--- config.mk ---
export PLATFORM = sky130hd
export DESIGN_NAME = down_clocking
export DESIGN_NICKNAME = d
export VERILOG_FILES = /design/src/rtl/down_clocking.sv
export SDC_FILE = /design/constraint.sdc
export NUM_CORES = 1
export LEC_CHECK = 0
export CORE_UTILIZATION = 35
export DETAILED_ROUTE_END_ITERATION = 16
export SLEW_MARGIN = 10
export SYNTH_ARGS = -nofsm -noshare
export SYNTH_HDL_FRONTEND = slang
export SYNTH_SLANG_ARGS = --single-unit
--- constraint.sdc ---
create_clock -name i_clk -period 3.7 [get_ports i_clk]
set_clock_uncertainty 0.2 [all_clocks]
set_input_delay 0.37 -clock i_clk [delete_from_list [all_inputs] [get_ports i_clk]]
set_output_delay 0.37 -clock i_clk [all_outputs]
set_load 0.01 [all_outputs]
--- src/rtl/down_clocking.sv ---
// Programmable clock divider: even-ratio and odd-ratio dividers sharing one
// 16-bit divisor, with the divisor LSB selecting which one drives o_clk.
module down_clocking (
  input  logic        i_clk,
  input  logic        i_rst,
  input  logic [15:0] i_divisor,
  output logic        o_clk_even,
  output logic        o_clk_odd,
  output logic        o_clk
);

  logic [15:0] half_s;
  logic [15:0] even_lim_s;
  logic [15:0] odd_lim_s;
  logic [15:0] ce_r;
  logic [15:0] co_r;
  logic [15:0] co_nxt_s;
  logic        q_r;
  logic        a_r;
  logic        b_r;
  logic        bypass_s;

  assign half_s     = {1'b0, i_divisor[15:1]};
  assign even_lim_s = half_s - 16'd1;
  assign odd_lim_s  = {i_divisor[15:1], 1'b0};
  // Bypass path is forced low while reset is held.
  assign bypass_s   = i_clk & ~i_rst;

  // Odd-divider counter successor; >= lets a shrunken divisor wrap at once.
  always_comb begin
    co_nxt_s = 16'd0;
    if (co_r >= odd_lim_s) begin
      co_nxt_s = 16'd0;
    end else begin
      co_nxt_s = co_r + 16'd1;
    end
  end

  // Even divider: toggle q every N posedges; held cleared while N is 0.
  always_ff @(posedge i_clk) begin
    if (i_rst) begin
      ce_r <= 16'd0;
      q_r  <= 1'b0;
    end else if (half_s == 16'd0) begin
      ce_r <= 16'd0;
      q_r  <= 1'b0;
    end else if (ce_r >= even_lim_s) begin
      ce_r <= 16'd0;
      q_r  <= ~q_r;
    end else begin
      ce_r <= ce_r + 16'd1;
    end
  end

  // Odd divider rising-edge phase: a is high for counter values 1..N.
  always_ff @(posedge i_clk) begin
    if (i_rst) begin
      co_r <= 16'd0;
      a_r  <= 1'b0;
    end else begin
      co_r <= co_nxt_s;
      a_r  <= (co_nxt_s != 16'd0) && (co_nxt_s <= half_s);
    end
  end

  // Half-cycle delayed copy of a, stretching a|b by half an input cycle.
  always_ff @(negedge i_clk) begin
    if (i_rst) begin
      b_r <= 1'b0;
    end else begin
      b_r <= a_r;
    end
  end

  // Output selection: bypass for ratio 0/1, otherwise the divider outputs.
  always_comb begin
    o_clk_even = q_r;
    o_clk_odd  = a_r | b_r;
    o_clk      = 1'b0;
    if (half_s == 16'd0) begin
      o_clk_even = bypass_s;
      o_clk_odd  = bypass_s;
    end else begin
      o_clk_even = q_r;
      o_clk_odd  = a_r | b_r;
    end
    if (i_divisor == 16'd0) begin
      o_clk = bypass_s;
    end else if (i_divisor[0]) begin
      o_clk = o_clk_odd;
    end else begin
      o_clk = o_clk_even;
    end
  end

endmodule

## Word-level counts from Yosys, hierarchy flattened

Cells that the tools add are included.

| storage, ports and cells | value |
|---|---|
| flip-flop bits (word level) | 35 |
| input port bits | 18 |
| output and inout port bits | 3 |
| logic and storage cells | 26 |

| operators by class | value |
|---|---|
| add/subtract/negate cells | 3 |
| magnitude comparators | 3 |
| mux-type cells | 5 |
| bitwise logic cells | 4 |
| reduce and logical (&&, ||, !) cells | 6 |

Operator list:

| cell | number |
|---|---|
| adder 16 x 1 -> 16 bit (second input constant) | 2 |
| greater-or-equal comparator 16 bit | 2 |
| zero test 16 bit | 2 |
| <= comparator 16 x 15 -> 1 bit | 1 |
| two-way mux 16 bit | 1 |
| nonzero test 16 bit | 1 |
| subtractor 15 x 1 -> 16 bit (second input constant) | 1 |
| two-way mux 1 bit | 4 |
| OR reduction 3 bit | 1 |
| inverter 1 bit | 2 |
| OR reduction 2 bit | 1 |
| AND 1 bit | 1 |
| logical AND 1 bit | 1 |
| OR 1 bit | 1 |

## Depth between registers and ports, before layout

Gate-level depths: netlist of the first run.

| logic depth | value |
|---|---|
| depth in word-level cells | 5 |
| depth in mapped cells | 15 |

==> key figures, run 1 <==
Yosys
  • Cell accounting for the most synthesized area: dfxtp_1
  • Cell with the most instances after synthesis: nor2_1
  • Sequential fraction of the synthesis area: between 20% and 30%
  • Top_reg_cell synth: dfxtp_1
  • Synth warnings: 0
  • Number of synthesized register bits: 35
  • Asr flop ratio synth: 0%
  • Top cells by area, synth: dfxtp_1 (23%), ha_1 (20%), xnor2_1 (8.4%)
  • Cells after synthesis: 372
  • Leading post-synthesis cells by instance count: nor2_1 (53), ha_1 (49), dfxtp_1 (35)
  • EDFF count, synth: 0
  • Syn Area/Cell: between 8 and 9 um2
  • Netlist cell types: 50
  • Net Count, Synth: between 400 and 500
  • Top-area cell type share of the netlist area: a little under a quarter
  • Mapped cell area: ~3000 um2

Detailed routing
  • Routed via count: about 2,700
  • Routed len/inst: between 10 and 15 um
  • DR vias/cell: 5.11
  • Final ANT Viol Nets: 0
  • Drt initial violations: 210
  • Final wirelength: 7100 um
  • First drt pass iteration count: 7
  • DR DRC count: 0

Floorplanning
  • Initial Utilization: a little over a third
  • Die Y: 94.9 um
  • I/O Pins: 21
  • FP Rows: 33
  • DIE WIDTH: approximately 95 um
  • Floorplan Core Area: 8300 um2
  • Die area: 9010 um2

Global routing
  • Number of global-route vias before repair: 2,738
  • Antenna violations before repair: 0
  • Largest net degree at the start of global routing: 17
  • Total track usage: approximately 18%
  • Overflow after GRT: 0
  • First-pass GRT wire length: between 10,000 and 15,000 um

Hold path
  • Worst hold path class: flip-flop to flip-flop

CTS
  • Cts hold-fix bufs: 0
  • Clock latency on the worst-skew pair: just over 0.3 ns
  • Clock-pin slew on the worst setup and hold paths: 0.07 ns
  • Clock tree from TritonCTS: done

Power
  • Leak: approximately 0.0017 uW
  • Gate power share: 13.7%
  • Sequential power share: 37.1%
  • Net Switching: 267 uW
  • Clock network fraction of design power: around 49%
  • PwrDens: 281 nW/um2
  • Switching portion of total power: between 20 and 30%
  • VDD IR max: between 0.2 and 0.25 mV
  • Internal power: 797 uW

STA
  • Fin worst setup slack: slightly above 0.05 ns
  • Tightest Pin Transition: ~0.45 ns
  • Worst hold slack: just under 0.3 ns
  • Max Slew Vio Count: 0
  • Hold Violations, Final: 0
  • Final setup viols: 0
  • Max-Slew Margin vs Limit: a little over two thirds

Placement
  • DP Area: 3460 um2
  • Post-DP HPWL: 5530 um
  • GPL Wtd Cong: approximately 0.8
  • I/O Buffers: 20
  • Dpl ws: -0.0456 ns
  • Dpl cells: between 500 and 600

Worst setup path
  • CP Capture Type: output port
  • CP startpoint kind: clock port
  • Worst path arrival time: roughly 3.1 ns
  • Critical Path Fanout Max: 14
  • Critical path class: clock port to output port
  • WP data required: between 3 and 4 ns

Outcome
  • Status: finished, final reports clean

Cells and area
  • Layout net count: between 400 and 500
  • Area delta synth->final: 25.4%
  • Core Util, Final: approximately 46%
  • Area of the multi-input gates: approximately 2300 um2
  • Fill cells: about 840
  • Register cell area after layout: 701 um2
  • Non-Filler Instances: around 530
  • Cell area after layout: around 3800 um2
  • Layout cells sized above 1: 17.7%
  • ANT cells: 0

Run
  • Max-cap violations: 0
## power by group through the flow
stage / Clock [uW] / Combinational (uW) / Sequential (uW)
4_1_cts: 536 / 143 / 394
2_1_floorplan: 12.8 / 91.0 / 399
6_report: 524 / 145 / 394
3_5_place_dp: 16.9 / 141 / 403
3_3_place_gp: 16.9 / 139 / 403
5_1_grt: 552 / 167 / 396
## worst paths after layout
path / startpoint / end / slack [ns] / cells after the start
max: i_clk / o_clk / 0.05 / 11
min: ce_r[0]$_SDFF_PP0_ / ce_r[0]$_SDFF_PP0_ / 0.30 / 1
max reg2reg: co_r[6]$_SDFF_PP0_ / a_r$_SDFF_PP0_ / 0.29 / 10
min reg2reg: ce_r[0]$_SDFF_PP0_ / ce_r[0]$_SDFF_PP0_ / 0.30 / 1
## final cells by class
type,instances,share of cell area (%)
clock buffers,17,5.54
clock inverters,4,1.09
inverters,23,2.28
multi-input cells,306,59.8
flip-flops and latches,35,18.5
well taps,105,3.47
repair buffers,39,9.37
## flip-flops by register name, indices dropped and copies added, names as in the netlist
signal  cells
q_r         1
a_r         1
ce_r       16
b_r         1
co_r       16
## kinds of logic after synthesis
logic type | Yosys count | share of synthesized area [%]
buf+inv | 31 | 4.59
simple gates | 165 | 28.3
mux | 1 | 0.372
compound gates | 47 | 10.6
flops | 35 | 23.2
fa+ha+maj | 49 | 20.3
xor+xnor | 44 | 12.7
## repair_timing
action,4_1_cts,5_1_grt
pin swaps,1,6
endpoints found under the setup margin,4,1
buffers inserted,0,2
resized for setup,17,21
## through the flow
step	power [uW]	setup TNS, ns
global route	1110	-0.0272
finish	1060	0
CTS	1070	0
global placement	559	0
detailed placement	561	-0.0456
floorplan	503	0
## critical path, stage by stage
cell and delay, ns:
clkbuf_16 0.15, clkbuf_8 0.13, clkbuf_8 0.12, clkbuf_8 0.11, inv_1 0.04, nor2_1 0.06
clkbuf_8 0.15, nor2b_4 0.14, clkbuf_8 0.14, a211oi_1 0.03, buf_2 0.15
## placed cells by master (no fill, tap or decap), types with 3 or more instances in the layout
cell,count
nor4_1,4
nor2_2,10
inv_2,5
nand3_1,18
nand4_1,13
clkdlybuf4s50_1,12
and3_1,9
dlymetal6s2s_1,5
buf_4,20
xnor2_1,29
dfxtp_1,35
nor2b_1,3
nand2_1,22
xor2_1,15
nand2b_1,3
ha_4,4
o21a_1,3
clkbuf_8,10
a21oi_1,13
buf_2,3
o211ai_1,3
o21ai_0,5
nor3_1,8
a21o_1,3
inv_1,20
nor2_1,53
and4_1,4
or3_1,3
ha_1,45
## metal layers
layer | wire length (um) | GRT usage (%) | vias up
li1 | - | - | 1408
met1 | 3520 | 23.9 | 1230
met2 | 3160 | 27.9 | 53
met3 | 285 | 1.77 | 13
met4 | 136 | 7.45 | 0
met5 | 0 | 0 | -
Note: power is estimated with default switching activity, not from simulation.
==> inputs of run 2 (changes only) <==
--- a/config.mk
+++ b/config.mk
@@ -5,7 +5,9 @@
 export SDC_FILE = /design/constraint.sdc
 export NUM_CORES = 1
 export LEC_CHECK = 0
+export ABC_CLOCK_PERIOD_IN_PS = 3700
 export CORE_UTILIZATION = 35
+export CTS_CLUSTER_DIAMETER = 50
 export DETAILED_ROUTE_END_ITERATION = 16
 export SLEW_MARGIN = 10
 export SYNTH_ARGS = -nofsm -noshare
==> results of run 2 <==
No change in the layout: final DEF, timing and power equal those of run 1.
==> inputs of run 3 (changes only) <==
--- a/config.mk
+++ b/config.mk
@@ -5,9 +5,8 @@
 export SDC_FILE = /design/constraint.sdc
 export NUM_CORES = 1
 export LEC_CHECK = 0
-export ABC_CLOCK_PERIOD_IN_PS = 3700
+export ABC_CLOCK_PERIOD_IN_PS = 3350
 export CORE_UTILIZATION = 35
-export CTS_CLUSTER_DIAMETER = 50
 export DETAILED_ROUTE_END_ITERATION = 16
 export SLEW_MARGIN = 10
 export SYNTH_ARGS = -nofsm -noshare
==> constraint.sdc (replaced) <==
create_clock -name i_clk -period 3.35 [get_ports i_clk]
set_clock_uncertainty 0.2 [all_clocks]
set_input_delay 0.335 -clock i_clk [delete_from_list [all_inputs] [get_ports i_clk]]
set_output_delay 0.335 -clock i_clk [all_outputs]
set_load 0.01 [all_outputs]
==> key figures, run 3 (same netlist as run 1, synthesis figures left out) <==
STA
  • Max-Slew Margin vs Limit: 70.6% (+1.1 points)
  • RSZ-0062 raised after global routing: yes
  • Worst hold slack: 0.285 ns (-0.0113 ns)
  • Hold Violations, Final: 0 (unchanged)
  • Tightest Pin Transition: 0.439 ns (-0.0161 ns)
  • Fin worst setup slack: 0.0617 ns (+0.0105 ns)
  • Setup TNS: 0 ns (unchanged)
  • Max Slew Vio Count: 0 (unchanged)
  • Final setup viols: 0 (unchanged)

Worst setup path
  • Crit path launch: b_r$_SDFF_NP0_
  • Critical Path Fanout Max: 2 (-12)
  • Reg-to-reg critical path startpoint: co_r[5]$_SDFF_PP0_
  • Crit-path leading delay family: flip-flops
  • Max stage delay on crit path: 0.32 ns (+0.17 ns)
  • Critical path class: flip-flop to output port
  • WP data required: 2.81 ns (-0.32 ns)
  • Buf+Inv Stages, Crit Path: 1 (-7)
  • CP Capture Type: output port
  • Max stage delay cell, worst path: dfxtp_1
  • CP startpoint kind: flip-flop
  • Worst-path cell chain: nor3_2 -> a211oi_1 -> buf_2
  • Worst path arrival time: 2.75 ns (-0.33 ns)

Floorplanning
  • Die area: 9010 um2 (unchanged)
  • FP Rows: 33 (unchanged)
  • Floorplan Core Area: 8300 um2 (unchanged)
  • I/O Pins: 21 (unchanged)
  • Initial Utilization: 36.4% (unchanged)
  • DIE WIDTH: 94.9 um (unchanged)
  • Die Y: 94.9 um (unchanged)

Cells and area
  • Area delta synth->final: 28.3%
  • Commonest non-fill, non-tap cells in the layout: nor2_1 (52), ha_1 (46), buf_4 (43)
  • Register cell area after layout: 701 um2 (unchanged)
  • Most common cell after layout, fill and taps aside: nor2_1
  • Non-Filler Instances: 550 (+4.0%)
  • ANT cells: 0 (unchanged)
  • Fill cells: 831 (-1.2%)
  • Layout net count: 509 (+4.3%)
  • Layout cells sized above 1: 20.4% (+2.8 points)
  • Largest regs: ce_r: 16 flops, co_r: 16 flops
  • Area of the multi-input gates: 2260 um2 (-0.22%)

CTS
  • Clock latency on the worst-skew pair: 0.59 ns (+0.28 ns)
  • Cts hold-fix bufs: 0 (unchanged)
  • Clock-pin slew on the worst setup and hold paths: 0.08 ns (about the same)
  • Clock tree from TritonCTS: done

Global routing
  • Grt met3 use: 4.35% (+2.6 points)
  • Number of global-route vias before repair: 2,830 (+3.4%)
  • Antenna violations before repair: 0 (unchanged)
  • GR peak layer: met2
  • First-pass GRT wire length: 12,900 um (+7.3%)
  • Total track usage: 19.5% (+2.0 points)
  • Largest net degree at the start of global routing: 17 (unchanged)
  • GR Layer Usage met1: 24.6% (+0.75 points)
  • Overflow after GRT: 0 (unchanged)
  • Grt met2 use: 30.3% (+2.4 points)

Outcome
  • Status: finished, final reports clean

Detailed routing
  • Final wirelength: 7470 um (+5.3%)
  • DR DRC count: 0 (unchanged)
  • Drt initial violations: 118 (-44%)
  • Final ANT Viol Nets: 0 (unchanged)
  • Routed via count: 2,852 (+5.5%)
  • DR vias/cell: 5.19 (+1.4%)
  • Routed len/inst: 13.6 um (+1.3%)
  • First drt pass iteration count: 4 (-3)

Hold path
  • HP Start: ce_r[0]$_SDFF_PP0_
  • Worst hold path class: flip-flop to flip-flop

Placement
  • Post-DP HPWL: 5890 um (+6.5%)
  • I/O Buffers: 20 (unchanged)
  • Dpl ws: -0.343 ns (-0.298 ns)
  • Dpl cells: 532 (+4.3%)
  • GPL Wtd Cong: 0.813 (+0.63%)

Run
  • Max-cap violations: 0 (unchanged)

Power
  • PwrDens: 283 nW/um2 (+0.73%)
  • VDD IR max: 0.143 mV (-29%)
  • Leak: 0.00170 uW (+2.3%)
## run 3: cell types whose count changed in the layout (fill, tap and decap cells not counted), moves of 4 or more
cell and delta:
clkdlybuf4s50_1 +5, dlymetal6s2s_1 -5, inv_2 -5, inv_1 +4
buf_4 +23
## run 3: final timing paths
check | to | slack, ns | cells past startpoint
min | ce_r[0]$_SDFF_PP0_ | 0.29 | 1
max | o_clk | 0.06 | 3
min reg2reg | ce_r[0]$_SDFF_PP0_ | 0.29 | 1
max reg2reg | a_r$_SDFF_PP0_ | 0.20 | 12
## run 3: layout make-up
class                      instances  area share (%)
multi-input combinational        306            58.3
sequential                        35            18.1
timing repair buffer              59            12.6
clock buffer                      17            4.81
tap                              105            3.39
inverter                          23            2.23
clock inverter                     5           0.581
## run 3: timing repair
item | 4_1_cts | 5_1_grt
endpoints found under the setup margin | 5 | 2
setup buffers | 2 | 0
gates resized for setup | 20 | 9
hold endpoints to repair | 0 | 0
pin swaps | 1 | 2
## run 3: worst reg2reg max path: stages (launching register included)
cell,delay [ns]
dfxtp_1,0.47
ha_1,0.30
nand4_1,0.09
a31oi_1,0.10
a2111oi_2,0.31
o211ai_2,0.15
buf_6,0.15
or2_2,0.27
ha_1,0.27
nand4_1,0.10
or4_1,0.41
o21ai_1,0.08
and4b_1,0.19
## run 3: power by group
group / switching, uW / leakage [uW] / total, uW / internal, uW
clock network: 222 / 0.000132 / 485 / 262
logic: 85.5 / 0.00129 / 175 / 89.8
registers: 11.9 / 0.000284 / 436 / 425
## run 3: stage by stage
step	power (uW)	cell area, um2	util (%)
floorplan	556	3020	-
global placement	630	3620	43.6
detailed placement	635	3620	43.6
CTS	1100	3820	46.0
global route	1160	3880	46.7
finish	1100	3880	46.7
## run 3: per-layer routing
metal | vias up | routed length [um]
met5 | - | 0
met4 | 0 | 177
met3 | 18 | 338
met2 | 68 | 3400
met1 | 1320 | 3560
li1 | 1446 | -
